**src/rtl/vga_layer_mixer_if.sv**
```systemverilog
// Pixel bus between the display back end and the drawing layers.
// The mixer (master) publishes the raster position and the final VGA
// signals; the drawing layers (slave) return one registered colour/valid
// pair per layer, one cycle after sampling x/y.
interface vga_layer_mixer_if #(
  parameter int NUM_LAYERS = 4
);
  logic [10:0]              x;
  logic [9:0]               y;
  logic [6*NUM_LAYERS-1:0]  layer_rgb;
  logic [NUM_LAYERS-1:0]    layer_dav;
  logic [1:0]               vga_r;
  logic [1:0]               vga_g;
  logic [1:0]               vga_b;
  logic                     vga_hsync;
  logic                     vga_vsync;
  logic                     frame_tick;

  modport master (
    output x, y, vga_r, vga_g, vga_b, vga_hsync, vga_vsync, frame_tick,
    input  layer_rgb, layer_dav
  );

  modport slave (
    input  x, y, vga_r, vga_g, vga_b, vga_hsync, vga_vsync, frame_tick,
    output layer_rgb, layer_dav
  );
endinterface

```
**src/rtl/vga_layer_mixer.sv**
```systemverilog
// Display back end: raster counters, fixed-priority layer mixer and
// sync generation. Position is presented at cycle t, the layers answer at
// t+1 and the mixed pixel with its matching syncs leaves at t+2.
module vga_layer_mixer #(
  parameter int         H_VISIBLE   = 800,
  parameter int         H_FP        = 56,
  parameter int         H_SYNC      = 120,
  parameter int         H_BP        = 64,
  parameter int         V_VISIBLE   = 600,
  parameter int         V_FP        = 37,
  parameter int         V_SYNC      = 6,
  parameter int         V_BP        = 23,
  parameter logic       SYNC_ACTIVE = 1'b1,
  parameter int         NUM_LAYERS  = 4,
  parameter logic [5:0] BG_RGB      = 6'b000000
) (
  input  logic               vga_clk,
  input  logic               rst,
  vga_layer_mixer_if.master  bus
);

  localparam int H_TOTAL = H_VISIBLE + H_FP + H_SYNC + H_BP;
  localparam int V_TOTAL = V_VISIBLE + V_FP + V_SYNC + V_BP;

  // Sized raster landmarks so every compare is width-matched.
  localparam logic [10:0] H_LAST     = 11'(H_TOTAL - 1);
  localparam logic [10:0] H_ACT_END  = 11'(H_VISIBLE);
  localparam logic [10:0] HS_FIRST   = 11'(H_VISIBLE + H_FP);
  localparam logic [10:0] HS_LAST    = 11'(H_VISIBLE + H_FP + H_SYNC - 1);
  localparam logic [9:0]  V_LAST     = 10'(V_TOTAL - 1);
  localparam logic [9:0]  V_ACT_END  = 10'(V_VISIBLE);
  localparam logic [9:0]  VS_FIRST   = 10'(V_VISIBLE + V_FP);
  localparam logic [9:0]  VS_LAST    = 10'(V_VISIBLE + V_FP + V_SYNC - 1);

  // Counter stage
  logic [10:0] x_r;
  logic [10:0] x_next_s;
  logic [9:0]  y_r;
  logic [9:0]  y_next_s;
  logic        wrap_s;
  logic        frame_tick_r;

  // Flags of the position currently on the bus
  logic        active_s;
  logic        hs_s;
  logic        vs_s;

  // Flags delayed by one cycle to line up with the layers' answers
  logic        active_d_r;
  logic        hs_d_r;
  logic        vs_d_r;

  // Mix stage
  logic [5:0]  pick_rgb_s;
  logic [5:0]  rgb_r;
  logic        hsync_r;
  logic        vsync_r;

  // Next raster position and end-of-frame detection.
  always_comb begin
    x_next_s = 11'd0;
    y_next_s = y_r;
    wrap_s   = 1'b0;
    if (x_r == H_LAST) begin
      x_next_s = 11'd0;
      if (y_r == V_LAST) begin
        y_next_s = 10'd0;
        wrap_s   = 1'b1;
      end else begin
        y_next_s = y_r + 10'd1;
      end
    end else begin
      x_next_s = x_r + 11'd1;
    end
  end

  // Raster counters; frame_tick rises together with the wrap to (0,0), so
  // the position held during reset never produces a pulse.
  always_ff @(posedge vga_clk or posedge rst) begin
    if (rst) begin
      x_r          <= 11'd0;
      y_r          <= 10'd0;
      frame_tick_r <= 1'b0;
    end else begin
      x_r          <= x_next_s;
      y_r          <= y_next_s;
      frame_tick_r <= wrap_s;
    end
  end

  // Visibility and sync windows of the position on the bus.
  always_comb begin
    active_s = (x_r < H_ACT_END) && (y_r < V_ACT_END);
    hs_s     = (x_r >= HS_FIRST) && (x_r <= HS_LAST);
    vs_s     = (y_r >= VS_FIRST) && (y_r <= VS_LAST);
  end

  // One-cycle flag delay matching the registered layer outputs.
  always_ff @(posedge vga_clk or posedge rst) begin
    if (rst) begin
      active_d_r <= 1'b0;
      hs_d_r     <= 1'b0;
      vs_d_r     <= 1'b0;
    end else begin
      active_d_r <= active_s;
      hs_d_r     <= hs_s;
      vs_d_r     <= vs_s;
    end
  end

  // Fixed priority: scanning from the highest index down lets the lowest
  // valid layer overwrite everything above it; no valid layer leaves BG.
  always_comb begin
    pick_rgb_s = BG_RGB;
    for (int i = NUM_LAYERS - 1; i >= 0; i--) begin
      pick_rgb_s = bus.layer_dav[i] ? bus.layer_rgb[6*i +: 6] : pick_rgb_s;
    end
  end

  // Mix register: colour is forced black in blanking, syncs are mapped to
  // the configured polarity in the same stage so they stay co-aligned.
  always_ff @(posedge vga_clk or posedge rst) begin
    if (rst) begin
      rgb_r   <= 6'b000000;
      hsync_r <= ~SYNC_ACTIVE;
      vsync_r <= ~SYNC_ACTIVE;
    end else begin
      if (active_d_r) begin
        rgb_r <= pick_rgb_s;
      end else begin
        rgb_r <= 6'b000000;
      end
      hsync_r <= hs_d_r ? SYNC_ACTIVE : ~SYNC_ACTIVE;
      vsync_r <= vs_d_r ? SYNC_ACTIVE : ~SYNC_ACTIVE;
    end
  end

  assign bus.x          = x_r;
  assign bus.y          = y_r;
  assign bus.frame_tick = frame_tick_r;
  assign bus.vga_r      = rgb_r[5:4];
  assign bus.vga_g      = rgb_r[3:2];
  assign bus.vga_b      = rgb_r[1:0];
  assign bus.vga_hsync  = hsync_r;
  assign bus.vga_vsync  = vsync_r;

endmodule

```
**src/flat_wrapper.sv**
```systemverilog
// flat-port wrapper written by rule: the top's interface ports become plain ports
module vga_layer_mixer_flat 
#(
  parameter int         H_VISIBLE   = 800,
  parameter int         H_FP        = 56,
  parameter int         H_SYNC      = 120,
  parameter int         H_BP        = 64,
  parameter int         V_VISIBLE   = 600,
  parameter int         V_FP        = 37,
  parameter int         V_SYNC      = 6,
  parameter int         V_BP        = 23,
  parameter logic       SYNC_ACTIVE = 1'b1,
  parameter int         NUM_LAYERS  = 4,
  parameter logic [5:0] BG_RGB      = 6'b000000
)
  (vga_clk, rst, bus_x, bus_y, bus_vga_r, bus_vga_g, bus_vga_b, bus_vga_hsync, bus_vga_vsync, bus_frame_tick, bus_layer_rgb, bus_layer_dav);
  vga_layer_mixer_if #(.NUM_LAYERS(NUM_LAYERS)) bus_i ();
  input  logic vga_clk;
  input  logic rst;
  output wire logic [$bits(bus_i.x)-1:0] bus_x;
  output wire logic [$bits(bus_i.y)-1:0] bus_y;
  output wire logic [$bits(bus_i.vga_r)-1:0] bus_vga_r;
  output wire logic [$bits(bus_i.vga_g)-1:0] bus_vga_g;
  output wire logic [$bits(bus_i.vga_b)-1:0] bus_vga_b;
  output wire logic [$bits(bus_i.vga_hsync)-1:0] bus_vga_hsync;
  output wire logic [$bits(bus_i.vga_vsync)-1:0] bus_vga_vsync;
  output wire logic [$bits(bus_i.frame_tick)-1:0] bus_frame_tick;
  input wire logic [$bits(bus_i.layer_rgb)-1:0] bus_layer_rgb;
  input wire logic [$bits(bus_i.layer_dav)-1:0] bus_layer_dav;
  assign bus_x = bus_i.x;
  assign bus_y = bus_i.y;
  assign bus_vga_r = bus_i.vga_r;
  assign bus_vga_g = bus_i.vga_g;
  assign bus_vga_b = bus_i.vga_b;
  assign bus_vga_hsync = bus_i.vga_hsync;
  assign bus_vga_vsync = bus_i.vga_vsync;
  assign bus_frame_tick = bus_i.frame_tick;
  assign bus_i.layer_rgb = bus_layer_rgb;
  assign bus_i.layer_dav = bus_layer_dav;
  vga_layer_mixer #(.H_VISIBLE(H_VISIBLE), .H_FP(H_FP), .H_SYNC(H_SYNC), .H_BP(H_BP), .V_VISIBLE(V_VISIBLE), .V_FP(V_FP), .V_SYNC(V_SYNC), .V_BP(V_BP), .SYNC_ACTIVE(SYNC_ACTIVE), .NUM_LAYERS(NUM_LAYERS), .BG_RGB(BG_RGB)) u_core (.vga_clk(vga_clk), .rst(rst), .bus(bus_i));
endmodule
```
**config.mk**
```make
export PLATFORM = sky130hd
export DESIGN_NAME = vga_layer_mixer_flat
export DESIGN_NICKNAME = d
export VERILOG_FILES = /design/src/rtl/vga_layer_mixer_if.sv /design/src/rtl/vga_layer_mixer.sv /design/src/flat_wrapper.sv
export SDC_FILE = /design/constraint.sdc
export NUM_CORES = 1
export LEC_CHECK = 0
export CORE_MARGIN = 1.5
export CORE_UTILIZATION = 50
export CTS_BUF_LIST = sky130_fd_sc_hd__clkbuf_8
export DETAILED_ROUTE_END_ITERATION = 10
export PLACE_DENSITY = 0.94
export SYNTH_ARGS = -nofsm -noshare
export SYNTH_HDL_FRONTEND = slang
export SYNTH_SLANG_ARGS = --single-unit
```
**constraint.sdc**
```tcl
create_clock -name vga_clk -period 3.2 [get_ports vga_clk]
set_input_delay 0.32 -clock vga_clk [delete_from_list [all_inputs] [get_ports vga_clk]]
set_output_delay 0.32 -clock vga_clk [all_outputs]
set_load 0.02 [all_outputs]
```
==> results.md, run 1 <==
- Status: complete, no violations
- Worst setup margin: 1.409 ns
- Pwr per Cell Area: 337.8 nW/um^2
- Setup_tns: 0 ns
- CP max stage delay: approximately 0.67 ns
- Total GRT Usage: 0.2345
- Detailed Route WL: about 4200 um
- Net Count, Synth: about 210
- Clock slew at reported path FFs: roughly 0.07 ns
- Clock Skew: 0.005604 ns
- First-pass GRT wire length: around 7000 um
- Final ANT Viol Nets: 0
- Via total after detailed routing: between 1500 and 2000
- Final setup viols: 0
- Slew HR: 0.7167
- Worst min-delay path startpoint: u_core.hs_d_r
- Initial Util: 0.5238
- Sw Share: 0.2223
- Yosys reg bits: 33
- Slowest stage cell on the critical path: clkdlybuf4s50_1
- Diodes inserted: 0
- I/O Pins: 60
- DIE AREA: just under 4000 sq um
- Number of H-tree levels: 2
- Fill cells: 240
- Core ar.: approximately 3300 sq um
- CTS buffer count: 5
- Sequential Power Share: 0.515
- Global route overflow: 0
- Worst Hold Class: reg2reg
- XOR/XNOR share of the synthesized area: 0.05011
- Post-synthesis mux area share: 0.005727
- TritonCTS Sinks: 33
- Pin count of the biggest net entering global routing: 34
- Final instance area: approximately 2500 sq um
- Worst Path Max Fanout: 11
- F_max: 0.5583 GHz
- Final period util: 0.5597
- Comb power frac: 0.109
- DRT Pass-1 Iters: 4
- Crit path required time: roughly 2.9 ns
- Reg2reg end: u_core.bus.y[6]
- Top cell family by delay on the critical path: buffers and inverters
- Yosys cell types: 40
- Initial antenna violation count: 0
- Simple-gate share of the synthesized area: 0.2147
- Crit path kind: reg2out
- Area Growth Syn to Fin: 40.23%
- Initial drt markers: 48
- Row count: 21
- Vias per std cell: 5.467
- Seq/Total Area, Yosys: 0.4724
- Ys Warns: 0
- DIE HEIGHT: 62.13 um
- Vias in the first global route: ~1500
- Maxcap violations: 0
- GR Layer Usage met3: 0.07609
- LEAKAGE: 1.068 nW
- Max Slew Vio Count: 0
- Setup WS pre-CTS: ~1.3 ns
- Largest family of logic cells by synthesized area: simple AND/OR/NAND/NOR gates
- M1 GR Usage: 0.3034
- Skew-Pair Late Insertion Delay: 0.29 ns
- Setup slack, reg-to-reg: about 1.5 ns
- Nets: around 280
- Worst Hold End: u_core.bus.vga_hsync
- Placed Area: 2365 sq um
- EDFF count, synth: 0
- Chip width: approximately 62 um
- Final Hold Vio Count: 0
- PortBufs: 59
- Syn Std Cell Area: around 1700 sq um
- Pint: 643.9 uW
- Buffers & Inverters on Critical Path: 1
- Reg2reg path depth: 5
- Clock share of power: 0.377
- Met2 Track Usage GR: 0.3764
- Critical path, cell by cell: clkdlybuf4s50_1
- Clock root cell: clkbuf_8
- Element type at the critical path end: primary output
- Synth Area in Adders: 0.04295
- Post-CTS Setup Bufs: 0
- Slew @ Worst Pin: between 0.4 and 0.5 ns
- RSZ-0062 raised after global routing: no
- Hold Crit Depth: 0
- Grt peak-use layer: met2
- VDD IR max: approximately 0.24 mV
- Cell Count, Final, Fillers Out: between 200 and 300
- Hold Buf Count CTS: 0
- Routed length per instance: between 10 and 15 um
- Synth Instances: between 150 and 200
- Post-synthesis async set-or-reset flop share: 1.000
- Compound-Gate Fraction of Synth Area: 0.1553
- TritonCTS clock tree: done
- CP Data Arrival Time: roughly 1.5 ns
- Total power: between 800 and 900 uW
- Dominant synthesized flop cell: dfrtp_1
- Startpoint Class: flip-flop
- Layout cell share with drive strength beyond 1: 0.07113
- Worst-case clock buffer depth: 2
- Period minus WS final: ~1.8 ns
- RR Startpoint: u_core.bus.x[0]
- Syn Area/Cell: ~10 sq um
- Placed cell count: around 280
- Post_cts resized: 0
- Detailed placement HPWL: 3085 um
- Detailed-route DRC error count: 0
- GPL Wtd Cong: approximately 0.83
- Switching pwr: between 150 and 200 uW
registers in the layout, indices dropped and copies added, names as in the netlist:
| name | cells |
|---|---|
| u_core.bus.vga_vsync | 1 |
| u_core.bus.y | 10 |
| u_core.hs_d_r | 1 |
| u_core.bus.x | 11 |
| u_core.active_d_r | 1 |
| u_core.bus.frame_tick | 1 |
| u_core.rgb_r | 6 |
| u_core.vs_d_r | 1 |
| u_core.bus.vga_hsync | 1 |
placed cells by master, fill, tap and decap left out, types with 6 or more instances in the layout:
cell type	instances
a211o_1	6
a21boi_0	6
a21oi_1	7
clkbuf_8	6
clkdlybuf4s50_1	59
dfrtp_1	33
ha_1	6
inv_1	18
nand2_1	18
nand3_1	10
nor2_1	11
o21ai_0	6
xor2_1	7
area by class of cell:
cell class | instances | area, sq um | share of cell area
clock buffer | 6 | 82.58 | 0.03369
multi-input combinational | 122 | 819.5 | 0.3344
inverter | 17 | 63.81 | 0.02603
clock inverter | 1 | 3.754 | 0.001531
sequential | 33 | 825.8 | 0.3369
tap | 46 | 57.56 | 0.02348
timing repair buffer | 60 | 598.1 | 0.2440
cell families (layout without fill, tap and decap cells):
family	count (synthesis)	count (layout)
AND/OR/NAND/NOR	66	66
AO/OA/AOI/OAI	39	39
flip-flops	33	33
buffers and inverters	23	84
XOR/XNOR	10	10
adder cells (fa/ha/maj)	6	6
multiplexers	1	1
synthesized netlist by cell type (all sizes together), types with 2 or more instances:
library cell | count | area, sq um
dfrtp | 33 | 825.8
nand2 | 18 | 67.56
inv | 17 | 63.81
nand3 | 12 | 70.07
nor2 | 11 | 41.29
o21ai | 9 | 45.04
a21oi | 7 | 35.03
xor2 | 7 | 61.31
a211o | 6 | 52.55
a21boi | 6 | 45.04
ha | 6 | 75.07
nand4 | 6 | 43.79
a221oi | 5 | 43.79
and3 | 3 | 20.02
buf | 3 | 27.52
clkbuf | 3 | 11.26
nor3 | 3 | 25.02
or3 | 3 | 18.77
xnor2 | 3 | 26.28
a211oi | 2 | 15.01
nor4 | 2 | 12.51
layer usage:
| layer | vias up | share of wire |
|---|---|---|
| li1 | 747 | - |
| met1 | 728 | 0.42 |
| met2 | 75 | 0.47 |
| met3 | 8 | 0.090 |
| met4 | 0 | 0.014 |
| met5 | - | 0 |
power groups by stage:
stage	Clock, mW	Combinational (mW)	Sequential (mW)
final	0.312	0.0899	0.426
after floorplan	0	0.0241	0.442
after detailed placement	0	0.0903	0.434
after global placement	0	0.0883	0.433
after CTS	0.317	0.0909	0.426
after global routing	0.339	0.0974	0.426
how the worst max path moves through the flow:
stage,start,to,slack [ns],cells past startpoint
after global routing,u_core.bus.y[3],bus_y[3],1.33,1
after floorplan,u_core.bus.x[0],u_core.bus.x[10],1.49,5
after detailed placement,bus_layer_dav[2],u_core.rgb_r[1],1.29,5
after CTS,u_core.bus.y[3],bus_y[3],1.40,1
final,u_core.bus.y[3],bus_y[3],1.41,1
after global placement,bus_layer_dav[2],u_core.rgb_r[2],1.38,5
stage by stage:
stage               utilization  hold WS (ns)
finish                   0.7345        0.3518
global route             0.7345        0.3702
CTS                      0.7345        0.3505
detailed placement       0.7087        0.3365
global placement         0.7087        0.3331
floorplan                     -        0.3312
Power figures use the tool's default switching activity.
==> run 2, diff against run 1 <==
--- a/config.mk
+++ b/config.mk
@@ -6,10 +6,10 @@
 export NUM_CORES = 1
 export LEC_CHECK = 0
 export CORE_MARGIN = 1.5
-export CORE_UTILIZATION = 50
+export CORE_UTILIZATION = 42
 export CTS_BUF_LIST = sky130_fd_sc_hd__clkbuf_8
 export DETAILED_ROUTE_END_ITERATION = 10
-export PLACE_DENSITY = 0.94
+export PLACE_DENSITY = 0.85
 export SYNTH_ARGS = -nofsm -noshare
 export SYNTH_HDL_FRONTEND = slang
 export SYNTH_SLANG_ARGS = --single-unit
==> constraint.sdc (replaced) <==
create_clock -name vga_clk -period 1.45 [get_ports vga_clk]
set_input_delay 0.145 -clock vga_clk [delete_from_list [all_inputs] [get_ports vga_clk]]
set_output_delay 0.145 -clock vga_clk [all_outputs]
set_load 0.02 [all_outputs]
==> run 2 against run 1 <==
Compared with the run above: the run now ends with setup timing left; cell count is 15% higher; combinational power rose by 140%; die area rose by 18%; global-route usage is 2.0 points lower; non-clock buffer count is 38 higher; via count rose by 13%; worst setup slack worse by 1.4 ns; first-iteration DRC count is 4.2% higher; routed wire length increased by 17%; clock power is 130% higher; utilization down 1.7 points; design area increased by 17%; critical path type is now reg2reg; critical endpoint is now u_core.bus.y[9]; largest power group unchanged.
==> results.md, run 2 (synthesis results as in run 1) <==
- Final setup viols: 3
- Clock share of power: 0.379
- Element type at the critical path end: flip-flop
- Worst-case clock buffer depth: 2
- Worst setup margin: -0.01878 ns
- Vias in the first global route: between 1500 and 2000
- Period minus WS final: approximately 1.5 ns
- Reg2reg end: u_core.bus.y[9]
- Global route overflow: 0
- Maxcap violations: 0
- Final ANT Viol Nets: 0
- Setup slack, reg-to-reg: -0.02 ns
- I/O Pins: 60
- Skew-Pair Late Insertion Delay: just under 0.3 ns
- Pint: between 1 and 1.5 mW
- Slew @ Worst Pin: approximately 0.37 ns
- Nets: about 310
- Chip width: 67.51 um
- Setup WS pre-CTS: -0.08704 ns
- GPL Wtd Cong: 0.8435
- Placed cell count: between 300 and 400
- DR WL met2: roughly 2400 um
- Detailed placement HPWL: 3490 um
- Metal3 WL: ~550 um
- Max FFs per register: 11
- Status: complete, but fails checks
- Switching pwr: roughly 420 uW
- Number of H-tree levels: 2
- Diodes inserted: 0
- Highest routed metal layer: met4
- RR Startpoint: u_core.bus.y[6]
- Routed length per instance: 14.84 um
- DIE HEIGHT: between 60 and 70 um
- Detailed-route DRC error count: 0
- RSZ-0062 raised after global routing: yes
- TritonCTS clock tree: done
- DIE AREA: ~4600 sq um
- Setup_tns: -0.03737 ns
- Layout cell share with drive strength beyond 1: 0.2796
- Startpoint Class: flip-flop
- Failing checks: setup timing
- DRT Pass-1 Iters: 4
- Cell Count, Final, Fillers Out: around 330
- CTS buffer count: 5
- Initial drt markers: 50
- Final period util: 1.013
- Clock slew at reported path FFs: around 0.06 ns
- Initial antenna violation count: 0
- Final Hold Vio Count: 0
- Reg2reg path depth: 5
- CP Data Arrival Time: around 1.6 ns
- LEAKAGE: between 1 and 1.5 nW
- Slew HR: 0.7488
- Most common cell after layout, fill and taps aside: clkdlybuf4s50_1
- Sw Share: 0.2258
- Crit path from: u_core.bus.y[6]
- Fill cells: 284
- Pwr per Cell Area: between 600 and 700 nW/um^2
- Max Slew Vio Count: 0
- Vias per std cell: 5.359
- Crit path required time: roughly 1.6 ns
- First-pass GRT wire length: about 7000 um
- Comb power frac: 0.115
- Initial Util: 0.4370
- Met1 Wirelength: 1900 um
- TritonCTS Sinks: 33
- Pin count of the biggest net entering global routing: 34
- Area Growth Syn to Fin: 64.28%
- Sequential Power Share: 0.506
- Detailed Route WL: just under 5000 um
- F_max: between 0.6 and 0.7 GHz
- Core ar.: ~4000 sq um
- Via total after detailed routing: 1763
- Worst Hold Class: in2async
- Most frequent cells in the layout: 38 x clkdlybuf4s50_1, 35 x buf_4, 27 x dfrtp_1
- Util after Layout: 0.7179
- PortBufs: roughly 60
- Clock Skew: between 0.002 and 0.0025 ns
- Total GRT Usage: 0.2145
- VDD IR max: 0.5913 mV
- Worst Path Max Fanout: 6
- Crit path kind: reg2reg
- Clock root cell: clkbuf_8
- Total power: 1.856 mW
- Row count: 23
[run 2: critical path: stages (launching register included)]
cell and delay [ns]:
dfrtp_1 0.41, buf_4 0.17, nand4_1 0.12, or3_1 0.40
a21oi_1 0.15, o21ai_0 0.10
[run 2: worst max path at each step]
| stage | to | depth (start not counted) |
|---|---|---|
| after floorplan | u_core.bus.x[10] | 5 |
| after global placement | u_core.rgb_r[5] | 6 |
| after detailed placement | u_core.rgb_r[1] | 6 |
| after CTS | u_core.bus.y[3] | 5 |
| after global routing | u_core.bus.y[3] | 5 |
| final | u_core.bus.y[9] | 5 |
[run 2: final cells by class]
| class | instances | area, sq um | area share |
|---|---|---|---|
| inverter | 17 | 63.81 | 0.02222 |
| sequential | 33 | 833.3 | 0.2902 |
| timing repair buffer | 98 | 877.1 | 0.3054 |
| clock buffer | 6 | 82.58 | 0.02876 |
| multi-input combinational | 123 | 944.7 | 0.3290 |
| tap | 50 | 62.56 | 0.02179 |
| clock inverter | 2 | 7.507 | 0.002614 |
[run 2: what timing repair did]
item                                    4_1_cts  5_1_grt
hold endpoints to repair                      0        0
endpoints found under the setup margin       30       14
gates resized for setup                      25       20
pin swaps                                     0        7
gates cloned                                  0        1
setup buffers                                 0        2
hold buffers                                  0        0
[run 2: power groups by stage]
stage	Combinational, mW	Sequential (mW)	Clock (mW)
after global routing	0.232	0.940	0.760
after CTS	0.217	0.939	0.732
final	0.213	0.939	0.703
after global placement	0.212	0.956	0
after floorplan	0.0533	0.976	0
after detailed placement	0.217	0.957	0
[run 2: through the flow]
stage,cell area (sq um),hold slack (ns)
final,2872,0.1907
after global routing,2872,0.2160
after CTS,2770,0.1967
after detailed placement,2690,0.3455
after global placement,2690,0.3330
after floorplan,1788,0.2735
[run 2: routing by layer]
layer / up-vias / track usage
met2: 76 / 0.3615
met4: 0 / 0.08673
met1: 844 / 0.2433
met3: 9 / 0.08167
met5: - / 0
li1: 834 / -
==> run 3, diff against run 2 <==
--- a/config.mk
+++ b/config.mk
@@ -5,11 +5,12 @@
 export SDC_FILE = /design/constraint.sdc
 export NUM_CORES = 1
 export LEC_CHECK = 0
+export ABC_AREA = 1
 export CORE_MARGIN = 1.5
-export CORE_UTILIZATION = 42
+export CORE_UTILIZATION = 43
 export CTS_BUF_LIST = sky130_fd_sc_hd__clkbuf_8
 export DETAILED_ROUTE_END_ITERATION = 10
-export PLACE_DENSITY = 0.85
+export PLACE_DENSITY = 0.78
 export SYNTH_ARGS = -nofsm -noshare
 export SYNTH_HDL_FRONTEND = slang
 export SYNTH_SLANG_ARGS = --single-unit
==> run 3 against run 2 <==
Compared with the run above: the run now ends clean; cell count up 17%; largest cell class unchanged; combinational power is 8% lower; sequential power is essentially flat; design area down 1.0%; clock power rose by 49%; non-clock buffer count shrank 20; largest power group is now clock; sequential share of layout area grew 0.35 points; routed wire length is 8.2% higher; global-route usage is 0.71 points lower; flip-flop and latch count unchanged; critical path type unchanged; via count grew 11%; first-iteration DRC count up 130%.
==> results.md, run 3 <==
- Clock root cell: clkbuf_8
- Initial drt markers: 113
- TritonCTS Sinks: 33
- Crit path kind: reg2reg
- Slew HR: 0.7250
- GR Layer Usage met3: 0.04070
- EDFF count, synth: 0
- Net Count, Synth: 288
- Pwr per Cell Area: 768.7 nW/um^2
- Status: complete, no violations
- DIE AREA: 4867 sq um
- Met2 Track Usage GR: 0.3545
- GPL Wtd Cong: around 1
- Ys Warns: 0
- Final instance area: between 2000 and 3000 sq um
- Top-count cell post-synth: nand2_1
- Top cells by count, synth: 50 x nand2_1, 35 x inv_1, 33 x dfrtp_1
- Most frequent cells in the layout: 49 x nand2_1, 38 x clkdlybuf4s50_1, 32 x inv_1
- Row count: 24
- Grt peak-use layer: met2
- Startpoint Class: flip-flop
- Post-synth top area share: 0.4308
- Nets: about 370
- Clock slew at reported path FFs: about 0.070 ns
- Detailed-route DRC error count: 0
- Yosys reg bits: 33
- Setup_tns: 0 ns
- Most common cell after layout, fill and taps aside: nand2_1
- Setup WS pre-CTS: 0.006283 ns
- I/O Pins: 60
- Top cell family by delay on the critical path: simple AND/OR/NAND/NOR gates
- Initial Util: 0.4433
- Slowest stage cell on the critical path: dfrtp_2
- Final Hold Vio Count: 0
- Slew @ Worst Pin: about 0.4 ns
- Final setup viols: 0
- First-pass GRT wire length: approximately 8000 um
- Synth Instances: ~250
- Skew-Pair Late Insertion Delay: about 0.30 ns
- Final hold slack: between 0.2 and 0.25 ns
- F_max: 0.7117 GHz
- Detailed placement HPWL: roughly 3600 um
- Core ar.: ~4300 sq um
- M1 GR Usage: 0.2526
- Total GRT Usage: 0.2074
- Seq/Total Area, Yosys: 0.4308
- Area Growth Syn to Fin: 48.24%
- PortBufs: 59
- Chip width: around 70 um
- Pin count of the biggest net entering global routing: 34
- Vias in the first global route: roughly 1800
- Syn Std Cell Area: about 1900 sq um
- Max FFs per register: 11
- LEAKAGE: between 1 and 1.5 nW
- Via total after detailed routing: 1956
- Dominant synthesized flop cell: dfrtp_1
- DIE HEIGHT: between 60 and 70 um
- Diodes inserted: 0
- Crit path required time: about 1.6 ns
- Vias per std cell: between 5 and 6
- Worst setup margin: 0.04489 ns
- CTS buffer count: 5
- VDD IR max: roughly 0.75 mV
- Placed cell count: between 300 and 400
- Global route overflow: 0
- Worst Hold Class: in2async
- RSZ-0062 raised after global routing: yes
- Clock Skew: between 0.007 and 0.008 ns
- Cell Count, Final, Fillers Out: between 300 and 400
- Buffers & Inverters on Critical Path: 1
- Period minus WS final: 1.405 ns
- Maxcap violations: 0
- Yosys cell types: 24
- Critical path, cell by cell: nor2_4 -> nand3_2 -> nor3_4 -> buf_2 -> o21ai_0
- Layout cell share with drive strength beyond 1: 0.1566
- Max Slew Vio Count: 0
- Initial antenna violation count: 0
- Element type at the critical path end: flip-flop
- TritonCTS clock tree: done
- Total power: 2.184 mW
- CP max stage delay: about 0.47 ns
- Final ANT Viol Nets: 0
- Syn Area/Cell: approximately 7.6 sq um
- Util after Layout: 0.6571
- Post-synthesis async set-or-reset flop share: 1.000
- Placed Area: 2634 sq um
- Hold Buf Count CTS: 0
- Routed length per instance: 13.77 um
- DRT Pass-1 Iters: 4
- Worst Path Max Fanout: 6
- Number of H-tree levels: 2
- Detailed Route WL: about 5300 um
- Largest cells by area after synthesis: dfrtp_1 43%, nand2_1 9.8%, inv_1 6.9%
- Final period util: 0.9690
- Worst-case clock buffer depth: 2
- Yosys top cell by area: dfrtp_1
- CP Data Arrival Time: between 1.5 and 2 ns
[run 3: repair_timing]
action,in CTS,in global routing
endpoints found under the setup margin,22,10
resized for setup,22,20
pin swaps,0,6
endpoints found under the hold margin,0,0
setup buffers,0,5
cloned,0,1
[run 3: logic make-up after synthesis]
kind of cell,Yosys count,share of synthesized area
buffers and inverters,41,0.09008
AOI/OAI and AO/OA,37,0.09922
DFF,33,0.4308
and+or+nand+nor,126,0.2996
adders and majority gates,6,0.03916
xor gates and xnor gates,9,0.04113
[run 3: worst reg2reg max path: stages (launching register included)]
cell     delay (ns)
dfrtp_2        0.47
nor2_4         0.12
nand3_2        0.11
nor3_4         0.28
buf_2          0.20
o21ai_0        0.09
[run 3: power breakdown]
group	total (mW)	internal [mW]	switching (mW)
combinational	0.197	0.111	0.0854
clock	1.05	0.683	0.367
sequential	0.938	0.935	0.00337
total	2.18	1.73	0.456
[run 3: per-layer routing]
layer,vias to the layer above,wire [um]
li1,967,-
met1,938,2260
met2,43,2759
met3,8,203
met4,0,62
met5,-,0
[run 3: final timing paths]
path,start,endpoint,slack (ns),depth (start not counted)
worst max-delay path,u_core.bus.x[5],u_core.bus.y[0],0.04,5
worst min-delay path,rst,u_core.bus.x[10],0.23,3
worst max register to register,u_core.bus.x[5],u_core.bus.y[0],0.04,5
worst min register to register,u_core.hs_d_r,u_core.bus.vga_hsync,0.35,0
max in group asynchronous,rst,u_core.bus.x[6],0.90,3
min in group vga_clk,u_core.hs_d_r,u_core.bus.vga_hsync,0.35,0
[run 3: cell type report]
cell class                 instances  area [sq um]
inverter                          35         131.4
multi-input combinational        178         968.4
clock buffer                       5         68.82
timing repair buffer              78         708.2
clock inverter                     3         65.06
fill                             371          1483
tap                               52         65.06
sequential                        33         834.6
